===== src/rtl/apb_sfr_pkg.sv =====
// Shared types and constants for the APB-to-SFR bridge: FSM states, SFR map
// and the address decode helper.
package apb_sfr_pkg;

    typedef enum logic [1:0] {
        ST_IDLE  = 2'd0,
        ST_ISSUE = 2'd1,
        ST_WAIT  = 2'd2,
        ST_RESP  = 2'd3
    } state_e;

    localparam logic [31:0] SFR_CTRL_ADDR     = 32'h0000_0000;
    localparam logic [31:0] SFR_INTR_STS_ADDR = 32'h0000_0004;
    localparam logic [31:0] SFR_INTR_MSK_ADDR = 32'h0000_0008;

    localparam int unsigned DEFAULT_TIMEOUT_CYCLES = 16;

    // Word-aligned and inside the implemented SFR window.
    function automatic logic addr_decode_ok(input logic [31:0] addr,
                                            input logic [31:0] last_addr);
        return (addr[1:0] == 2'b00) && (addr <= last_addr);
    endfunction

endpackage


===== src/rtl/apb_sfr_bridge_if.sv =====
// APB3/4 bus bundle between an APB master and the SFR bridge slave.
interface apb_sfr_bridge_if;

    logic        psel;
    logic        penable;
    logic        pwrite;
    logic [31:0] paddr;
    logic [31:0] pwdata;
    logic [3:0]  pstrb;
    logic [31:0] prdata;
    logic        pready;
    logic        pslverr;

    modport master (
        output psel, penable, pwrite, paddr, pwdata, pstrb,
        input  prdata, pready, pslverr
    );

    modport slave (
        input  psel, penable, pwrite, paddr, pwdata, pstrb,
        output prdata, pready, pslverr
    );

endinterface


===== src/rtl/apb_sfr_bridge.sv =====
// APB slave that turns one APB transfer at a time into a single-cycle SFR
// strobe, waits for the SFR handshake with a timeout, and returns the response.
module apb_sfr_bridge
    import apb_sfr_pkg::*;
#(
    parameter int unsigned TIMEOUT_CYCLES = DEFAULT_TIMEOUT_CYCLES,
    parameter logic [31:0] LAST_ADDR      = SFR_INTR_MSK_ADDR
) (
    input  logic                 clk,
    input  logic                 reset_n,
    apb_sfr_bridge_if.slave      apb,
    output logic                 sfr_wr_en,
    output logic                 sfr_rd_en,
    output logic [31:0]          sfr_waddr,
    output logic [31:0]          sfr_raddr,
    output logic [31:0]          sfr_wdata,
    output logic [3:0]           sfr_wstrobe,
    input  logic [31:0]          sfr_rdata,
    input  logic                 sfr_wready,
    input  logic                 sfr_rvalid
);

    localparam logic [7:0] TIMEOUT_LIMIT = 8'(TIMEOUT_CYCLES);

    state_e      state_r;
    state_e      state_s;
    logic [7:0]  cnt_r;
    logic        write_r;
    logic        abort_r;
    logic        pready_r;
    logic        pslverr_r;
    logic [31:0] prdata_r;
    logic        sfr_wr_en_r;
    logic        sfr_rd_en_r;
    logic [31:0] sfr_waddr_r;
    logic [31:0] sfr_raddr_r;
    logic [31:0] sfr_wdata_r;
    logic [3:0]  sfr_wstrobe_r;

    logic setup_s;
    logic decode_ok_s;
    logic done_s;
    logic timeout_s;
    logic keep_pready_s;

    assign setup_s       = apb.psel && !apb.penable;
    assign decode_ok_s   = addr_decode_ok(apb.paddr, LAST_ADDR);
    // Handshakes only count for the direction actually in flight.
    assign done_s        = write_r ? sfr_wready : sfr_rvalid;
    assign timeout_s     = (cnt_r == TIMEOUT_LIMIT);
    assign keep_pready_s = !abort_r && apb.psel;

    // State register.
    always_ff @(posedge clk) begin
        if (!reset_n) begin
            state_r <= ST_IDLE;
        end else begin
            state_r <= state_s;
        end
    end

    // Next-state logic; completion takes priority over timeout in WAIT.
    always_comb begin
        state_s = state_r;
        case (state_r)
            ST_IDLE: begin
                if (setup_s) begin
                    state_s = decode_ok_s ? ST_ISSUE : ST_RESP;
                end else begin
                    state_s = ST_IDLE;
                end
            end
            ST_ISSUE: state_s = ST_WAIT;
            ST_WAIT: begin
                if (done_s || timeout_s) begin
                    state_s = ST_RESP;
                end else begin
                    state_s = ST_WAIT;
                end
            end
            ST_RESP: state_s = ST_IDLE;
            default: state_s = ST_IDLE;
        endcase
    end

    // Registered datapath: request latch, SFR strobes, wait counter, APB response.
    always_ff @(posedge clk) begin
        if (!reset_n) begin
            cnt_r         <= 8'd0;
            write_r       <= 1'b0;
            abort_r       <= 1'b0;
            pready_r      <= 1'b0;
            pslverr_r     <= 1'b0;
            prdata_r      <= 32'd0;
            sfr_wr_en_r   <= 1'b0;
            sfr_rd_en_r   <= 1'b0;
            sfr_waddr_r   <= 32'd0;
            sfr_raddr_r   <= 32'd0;
            sfr_wdata_r   <= 32'd0;
            sfr_wstrobe_r <= 4'd0;
        end else begin
            sfr_wr_en_r <= 1'b0;
            sfr_rd_en_r <= 1'b0;
            pready_r    <= 1'b0;
            case (state_r)
                ST_IDLE: begin
                    if (setup_s) begin
                        abort_r <= 1'b0;
                        if (decode_ok_s) begin
                            write_r       <= apb.pwrite;
                            sfr_waddr_r   <= apb.paddr;
                            sfr_raddr_r   <= apb.paddr;
                            sfr_wdata_r   <= apb.pwrite ? apb.pwdata : 32'd0;
                            sfr_wstrobe_r <= apb.pwrite ? apb.pstrb : 4'd0;
                            sfr_wr_en_r   <= apb.pwrite;
                            sfr_rd_en_r   <= !apb.pwrite;
                        end else begin
                            pready_r  <= 1'b1;
                            pslverr_r <= 1'b1;
                            prdata_r  <= 32'd0;
                        end
                    end else begin
                        abort_r <= 1'b0;
                    end
                end
                ST_ISSUE: begin
                    cnt_r <= 8'd0;
                    if (!apb.psel) begin
                        abort_r <= 1'b1;
                    end else begin
                        abort_r <= abort_r;
                    end
                end
                ST_WAIT: begin
                    cnt_r <= cnt_r + 8'd1;
                    if (!apb.psel) begin
                        abort_r <= 1'b1;
                    end else begin
                        abort_r <= abort_r;
                    end
                    if (done_s) begin
                        pready_r  <= keep_pready_s;
                        pslverr_r <= 1'b0;
                        prdata_r  <= write_r ? 32'd0 : sfr_rdata;
                    end else if (timeout_s) begin
                        pready_r  <= keep_pready_s;
                        pslverr_r <= 1'b1;
                        prdata_r  <= 32'd0;
                    end else begin
                        pready_r  <= 1'b0;
                    end
                end
                ST_RESP: begin
                    cnt_r <= cnt_r;
                end
                default: begin
                    cnt_r <= 8'd0;
                end
            endcase
        end
    end

    assign apb.pready   = pready_r;
    assign apb.pslverr  = pslverr_r;
    assign apb.prdata   = prdata_r;
    assign sfr_wr_en    = sfr_wr_en_r;
    assign sfr_rd_en    = sfr_rd_en_r;
    assign sfr_waddr    = sfr_waddr_r;
    assign sfr_raddr    = sfr_raddr_r;
    assign sfr_wdata    = sfr_wdata_r;
    assign sfr_wstrobe  = sfr_wstrobe_r;

endmodule


===== src/flat_wrapper.sv =====
// flat-port wrapper written by rule: the top's interface ports become plain ports
module apb_sfr_bridge_flat import apb_sfr_pkg::*;
#(
    parameter int unsigned TIMEOUT_CYCLES = DEFAULT_TIMEOUT_CYCLES,
    parameter logic [31:0] LAST_ADDR      = SFR_INTR_MSK_ADDR
)
  (clk, reset_n, sfr_wr_en, sfr_rd_en, sfr_waddr, sfr_raddr, sfr_wdata, sfr_wstrobe, sfr_rdata, sfr_wready, sfr_rvalid, apb_psel, apb_penable, apb_pwrite, apb_paddr, apb_pwdata, apb_pstrb, apb_prdata, apb_pready, apb_pslverr);
  apb_sfr_bridge_if apb_i ();
  input  logic clk;
  input  logic reset_n;
  output logic sfr_wr_en;
  output logic sfr_rd_en;
  output logic [31:0] sfr_waddr;
  output logic [31:0] sfr_raddr;
  output logic [31:0] sfr_wdata;
  output logic [3:0] sfr_wstrobe;
  input  logic [31:0] sfr_rdata;
  input  logic sfr_wready;
  input  logic sfr_rvalid;
  input wire logic [$bits(apb_i.psel)-1:0] apb_psel;
  input wire logic [$bits(apb_i.penable)-1:0] apb_penable;
  input wire logic [$bits(apb_i.pwrite)-1:0] apb_pwrite;
  input wire logic [$bits(apb_i.paddr)-1:0] apb_paddr;
  input wire logic [$bits(apb_i.pwdata)-1:0] apb_pwdata;
  input wire logic [$bits(apb_i.pstrb)-1:0] apb_pstrb;
  output wire logic [$bits(apb_i.prdata)-1:0] apb_prdata;
  output wire logic [$bits(apb_i.pready)-1:0] apb_pready;
  output wire logic [$bits(apb_i.pslverr)-1:0] apb_pslverr;
  assign apb_i.psel = apb_psel;
  assign apb_i.penable = apb_penable;
  assign apb_i.pwrite = apb_pwrite;
  assign apb_i.paddr = apb_paddr;
  assign apb_i.pwdata = apb_pwdata;
  assign apb_i.pstrb = apb_pstrb;
  assign apb_prdata = apb_i.prdata;
  assign apb_pready = apb_i.pready;
  assign apb_pslverr = apb_i.pslverr;
  apb_sfr_bridge #(.TIMEOUT_CYCLES(TIMEOUT_CYCLES), .LAST_ADDR(LAST_ADDR)) u_core (.clk(clk), .reset_n(reset_n), .apb(apb_i), .sfr_wr_en(sfr_wr_en), .sfr_rd_en(sfr_rd_en), .sfr_waddr(sfr_waddr), .sfr_raddr(sfr_raddr), .sfr_wdata(sfr_wdata), .sfr_wstrobe(sfr_wstrobe), .sfr_rdata(sfr_rdata), .sfr_wready(sfr_wready), .sfr_rvalid(sfr_rvalid));
endmodule

===== config.mk =====
export PLATFORM = sky130hd
export DESIGN_NAME = apb_sfr_bridge_flat
export DESIGN_NICKNAME = d
export VERILOG_FILES = /design/src/rtl/apb_sfr_pkg.sv /design/src/rtl/apb_sfr_bridge_if.sv /design/src/rtl/apb_sfr_bridge.sv /design/src/flat_wrapper.sv
export SDC_FILE = /design/constraint.sdc
export NUM_CORES = 1
export LEC_CHECK = 0
export ABC_CLOCK_PERIOD_IN_PS = 4950
export CAP_MARGIN = 5
export CORE_MARGIN = 1.5
export CORE_UTILIZATION = 35
export DETAILED_ROUTE_END_ITERATION = 8
export PLACE_DENSITY = 0.76
export SYNTH_ARGS = -nofsm -noshare
export SYNTH_HDL_FRONTEND = slang
export SYNTH_SLANG_ARGS = --single-unit
export TNS_END_PERCENT = 5

===== constraint.sdc =====
create_clock -name clk -period 4.95 [get_ports clk]
set_clock_uncertainty 0.2 [all_clocks]
set_input_delay 0.7425 -clock clk [delete_from_list [all_inputs] [get_ports clk]]
set_output_delay 0.7425 -clock clk [all_outputs]
set_load 0.02 [all_outputs]

==> impl_metrics.csv, run 1 <==
group,metric,value,unit
status,status,"finished clean",
sta,tightest_slew,1.13,ns
sta,timing.fmax,0.320,GHz
routing,drt_iter0_drc,120,
global_routing,antenna_found_initial,0,
synthesis,synth_top_area_cell,"dfxtp_1",
cells_and_area,layout-drive-gt1-share,6.57,%
sta,relSlewSlack,25.0,%
global_routing,grt_overflow_total,0,
synthesis,syn_nets,467,
routing,drt-wirelength-per-cell,15.0,um
sta,final_max_slew_viol_count,0,
routing,drt-pass1-iter-count,4,
worst_hold_path,min-delay-path-class,"flop to flop",
clock_tree,clockRootBuffer,"clkbuf_16",
worst_hold_path,min_path_cells,1,
synthesis,syn_area,4070,um^2
clock_tree,cts_made_buffers,17,
synthesis,async_flop_share,0,%
worst_setup_path,required,5.08,ns
place,port_buffers,242,
flow_run,drv_cap,0,
die,dieArea,12300,um^2
die,rows,39,
synthesis,avgSynthCellArea,11.4,um^2
power,p_per_area,325,nW/um^2
clock_tree,cts_hold_buf,0,
synthesis,synth_area_leaders,"dfxtp_1 (57%), a22o_1 (14%), buf_4 (5.9%), and2_1 (5.2%), buf_6 (1.9%)",
die,ios,243,
sta,setup_tns,0,ns
worst_setup_path,critPathMaxStageDelay,0.92,ns
cells_and_area,final_cell_area,6910,um^2
place,gp_congestion,0.807,
routing,drc,0,
global_routing,grt_pass1_wl,17000,um
clock_tree,clock_sinks,116,
die,core,11400,um^2
place,placedInstanceArea,6340,um^2
sta,hold_slack,0.278,ns
sta,finalHoldViolCount,0,
worst_setup_path,cp_max_fo,32,
routing,routed_wl,10800,um
cells_and_area,n_fill_cell,922,
cells_and_area,final_common_cell,"clkdlybuf4s50_1",
global_routing,grt_max_degree,48,
synthesis,synthCells,356,
synthesis,yosysSeqAreaShare,57.0,%
synthesis,synthFlopType,"dfxtp_1",
worst_setup_path,critPathCaptureType,"flop",
synthesis,netlist.area_leader.share,57.0,%
worst_setup_path,rr_worst_depth,6,
die,start_util,35.8,%
clock_tree,cts_resized,0,
sta,rsz0062_at_grt,"false",
clock_tree,cts.path.max_buffers,2,
clock_tree,path_clk_slew,0.05,ns
worst_setup_path,cp.arrival,3.25,ns
cells_and_area,areaGrowthSynthToFinish,69.6,%
clock_tree,htreeDepth,4,
worst_setup_path,crit_type,"input port to flop",
sta,fin_crit,3.12,ns
synthesis,ys.warnings.count,0,
synthesis,synth_edf_count,0,
power,ir_drop,0.244,mV
clock_tree,cts_tree,"built",
cells_and_area,fin_nets,679,
clock_tree,post_cts_buffers,0,
routing,detail-route-antenna-nets,0,
worst_setup_path,startpoint_type,"input port",
routing,vias_per_cell,4.82,
routing,vias,3472,
synthesis,synth_cell_types,38,
cells_and_area,antenna_cells,0,
worst_setup_path,slowest_stage,"and2_1",
global_routing,grt_pass1_vias,3354,
global_routing,grt_use_total,17.4,%
die,die_w,111,um
die,die_height,111,um
sta,period_share,63.1,%
worst_setup_path,cp_cell_sequence,"clkdlybuf4s50_1, nor4_1, nand4_1, o311ai_1, and2_1, a22o_1",
place,dp_hpwl,8140,um
sta,setup_violations,0,
synthesis,ys_seq_elements,116,
clock_tree,clk_latency,0.40,ns
cells_and_area,final_cell_mix,"clkdlybuf4s50_1 (242), dfxtp_1 (116), a22o_1 (67)",
power,leakagePower,2.63,nW
==> cell usage after synthesis, types with 3 or more instances <==
cell / n
buf_2: 3
a22o_1: 67
and3_1: 3
nand2b_1: 3
nand2_1: 5
ha_1: 4
clkbuf_1: 10
dfxtp_1: 116
buf_4: 32
buf_6: 7
inv_1: 6
nor2b_1: 4
nor2_1: 8
nand4_1: 5
mux2i_1: 4
o21ai_0: 7
and2_1: 34
nor4_1: 7
xor2_1: 4
a21oi_1: 6
==> final timing paths <==
path	start	end	slack, ns
worst max register to register	u_core.state_r[0]	u_core.apb.prdata[22]	2.38
worst max-delay path	apb_paddr[4]	u_core.apb.prdata[22]	1.83
worst min register to register	u_core.sfr_wdata[1]	u_core.sfr_wdata[1]	0.28
worst min-delay path	u_core.sfr_wdata[1]	u_core.sfr_wdata[1]	0.28
==> through the flow <==
stage                     total power, mW  cells  utilization (%)  setup slack (ns)
after CTS                            2.27    721             60.8              1.81
after global routing                 2.32    721             60.8              1.53
after global placement               1.11    692             55.7              1.46
after floorplan                      1.02    356                -              2.48
after detailed placement             1.12    692             55.7              1.39
final                                2.25    721             60.8              1.83
==> logic make-up after synthesis <==
| logic type | synth area share (%) |
|---|---|
| xor gates and xnor gates | 1.07 |
| adders and majority gates | 1.23 |
| DFF | 57.0 |
| muxes | 1.26 |
| AOI/OAI and AO/OA | 17.8 |
| buffers and inverters | 9.67 |
| and+or+nand+nor | 12.0 |
==> where the power goes <==
| part | total, mW | switching [mW] | internal (mW) |
|---|---|---|---|
| combinational | 0.150 | 0.0534 | 0.0970 |
| sequential | 0.948 | 0.00470 | 0.943 |
| clock | 1.15 | 0.376 | 0.771 |
| total | 2.24 | 0.434 | 1.81 |
==> final cells by class <==
class                      count  area, um^2  area share (%)
inverter                       6        22.5           0.326
clock inverter                 4        45.0           0.652
multi-input combinational    182        1370            19.8
sequential                   116        2320            33.6
tap                          143         179            2.59
clock buffer                  25         526            7.61
timing repair buffer         245        2440            35.4
==> state kept, by name, indices dropped and copies added (netlist names) <==
register            count
u_core.state_r          2
u_core.cnt_r            8
u_core.apb.pready       1
u_core.abort_r          1
u_core.write_r          1
u_core.apb.pslverr      1
u_core.apb.prdata      32
u_core.sfr_wstrobe      4
u_core.sfr_waddr       32
u_core.sfr_rd_en        1
u_core.sfr_wdata       32
u_core.sfr_wr_en        1
==> metal layers <==
layer,wire [um],vias to the layer above,global-route usage [%]
met4,251,0,8.29
met3,723,22,5.30
li1,-,1662,-
met5,0,-,0
met1,4320,1642,19.0
met2,5490,146,30.8
==> critical path: cells and delay by family <==
kind | cells | cell delay (ns)
AOI/OAI and AO/OA | 2 | 0.64
and+or+nand+nor | 3 | 1.45
buffers and inverters | 1 | 0.40
Note: power is estimated with default switching activity, not from simulation.
==> inputs of run 2 (changes only) <==
- ABC_CLOCK_PERIOD_IN_PS: 4950 -> 3100
- clock period: 4.95 -> 3.1 ns (I/O delays scaled with it)
==> run 2 against run 1 <==
  * Flip-flop and latch count stayed put
  * Non-clock buffer count is 2 higher
  * Die area stayed put
  * Setup slack worse by 1.0 ns
  * Design area is 0.80% higher
  * Clock-buffer cell count is 5 lower
  * Utilization is 0.48 points higher
  * Critical endpoint is now u_core.apb.prdata[29]
  * Largest power group unchanged
==> impl_metrics.csv, run 2 (synthesis results as in run 1) <==
group,metric,value,unit
clock_tree,cts_tree,"built",
clock_tree,cts.path.max_buffers,2,
routing,routed_wl,11300,um
die,ios,243,
die,die_w,111,um
routing,vias,3512,
sta,setup_violations,0,
clock_tree,path_clk_slew,0.05,ns
clock_tree,htreeDepth,4,
cells_and_area,antenna_cells,0,
flow_run,drv_cap,0,
routing,wirelength_met1,4440,um
sta,tightest_slew,0.566,ns
power,total_power,3.65,mW
place,placedInstanceArea,6390,um^2
global_routing,grt_max_degree,67,
clock_tree,cts_resized,0,
die,core,11400,um^2
worst_setup_path,startpoint_type,"flop",
die,dieArea,12300,um^2
worst_setup_path,cp.arrival,2.35,ns
global_routing,grt_pass1_wl,17600,um
cells_and_area,final_common_cell,"clkdlybuf4s50_1",
routing,drt_iter0_drc,164,
global_routing,antenna_found_initial,0,
power,leakagePower,2.65,nW
routing,vias_per_cell,4.84,
place,port_buffers,242,
clock_tree,cts_made_buffers,17,
routing,top_layer,"met4",
worst_hold_path,min-delay-path-class,"flop to flop",
cells_and_area,areaGrowthSynthToFinish,70.9,%
sta,fin_crit,2.27,ns
routing,wl_met2,5980,um
sta,setup_tns,0,ns
status,status,"finished clean",
sta,final_max_slew_viol_count,0,
clock_tree,clock_sinks,116,
cells_and_area,fin_nets,681,
place,dp_hpwl,8350,um
clock_tree,clk_latency,0.40,ns
sta,relSlewSlack,62.0,%
sta,timing.fmax,0.440,GHz
die,die_height,111,um
clock_tree,clockRootBuffer,"clkbuf_16",
worst_setup_path,critPathCaptureType,"flop",
cells_and_area,final_cell_area,6960,um^2
routing,detail-route-antenna-nets,0,
global_routing,grt_use_total,18.2,%
clock_tree,cts_hold_buf,0,
cells_and_area,final_cell_mix,"clkdlybuf4s50_1 (242), dfxtp_1 (116), a22o_1 (67)",
sta,finalHoldViolCount,0,
cells_and_area,layout-drive-gt1-share,6.87,%
cells_and_area,utilization,61.2,%
routing,drt-pass1-iter-count,4,
worst_setup_path,crit_type,"flop to flop",
global_routing,grt_overflow_total,0,
routing,drc,0,
routing,drt-wirelength-per-cell,15.6,um
power,ir_drop,0.410,mV
power,p_per_area,524,nW/um^2
sta,period_share,73.3,%
global_routing,grt_pass1_vias,3533,
worst_setup_path,cp_max_fo,32,
routing,dr_wl_met3,709,um
clock_tree,post_cts_buffers,0,
worst_setup_path,required,3.18,ns
die,rows,39,
place,gp_congestion,0.740,
die,start_util,35.8,%
sta,rsz0062_at_grt,"false",
run 2: cell count changes in the layout (fill, tap and decap cells not counted), sizes merged:
| cell | before | now |
|---|---|---|
| clkinv | 3 | 7 |
| clkbuf | 25 | 20 |
| buf | 3 | 5 |
| clkinvlp | 0 | 1 |
| bufinv | 1 | 3 |
run 2: final timing paths:
| kind | start | end | slack [ns] | cells past startpoint |
|---|---|---|---|---|
| setup reg to reg | u_core.cnt_r[0] | u_core.apb.prdata[29] | 0.83 | 8 |
| setup / recovery | u_core.cnt_r[0] | u_core.apb.prdata[29] | 0.83 | 8 |
| hold reg to reg | u_core.apb.prdata[21] | u_core.apb.prdata[21] | 0.28 | 1 |
| hold / removal | u_core.apb.prdata[21] | u_core.apb.prdata[21] | 0.28 | 1 |
run 2: layout make-up:
cell class	instances	area (um^2)
well taps	143	179
inverters	6	22.5
fillers	929	4410
multi-input cells	182	1370
clock buffers	20	437
flip-flops and latches	116	2320
repair buffers	247	2500
clock inverters	11	136
run 2: through the flow:
step | instances | setup slack (ns) | hold WS, ns
after CTS | 725 | 0.813 | 0.279
after detailed placement | 694 | 0.409 | 0.263
after floorplan | 356 | 0.906 | 0.253
after global routing | 725 | 0.606 | 0.291
final | 725 | 0.827 | 0.275
after global placement | 694 | 0.430 | 0.261
run 2: where the power goes:
part           internal, mW  total (mW)  switching (mW)
Clock                  1.25        1.88           0.636
Sequential             1.50        1.51         0.00735
Combinational         0.162       0.252          0.0894
run 2: layer usage:
metal	global-route usage [%]	vias to the layer above
met5	0	-
met4	7.26	0
met3	5.90	14
met2	33.2	145
met1	19.2	1689
li1	-	1664
run 2: critical path: stages (launching register included):
cell and delay, ns:
dfxtp_1 0.34, inv_1 0.06, ha_1 0.14, or4b_4 0.48
o211ai_2 0.19, o311ai_1 0.11, and2_1 0.20, buf_12 0.17
a22o_1 0.25
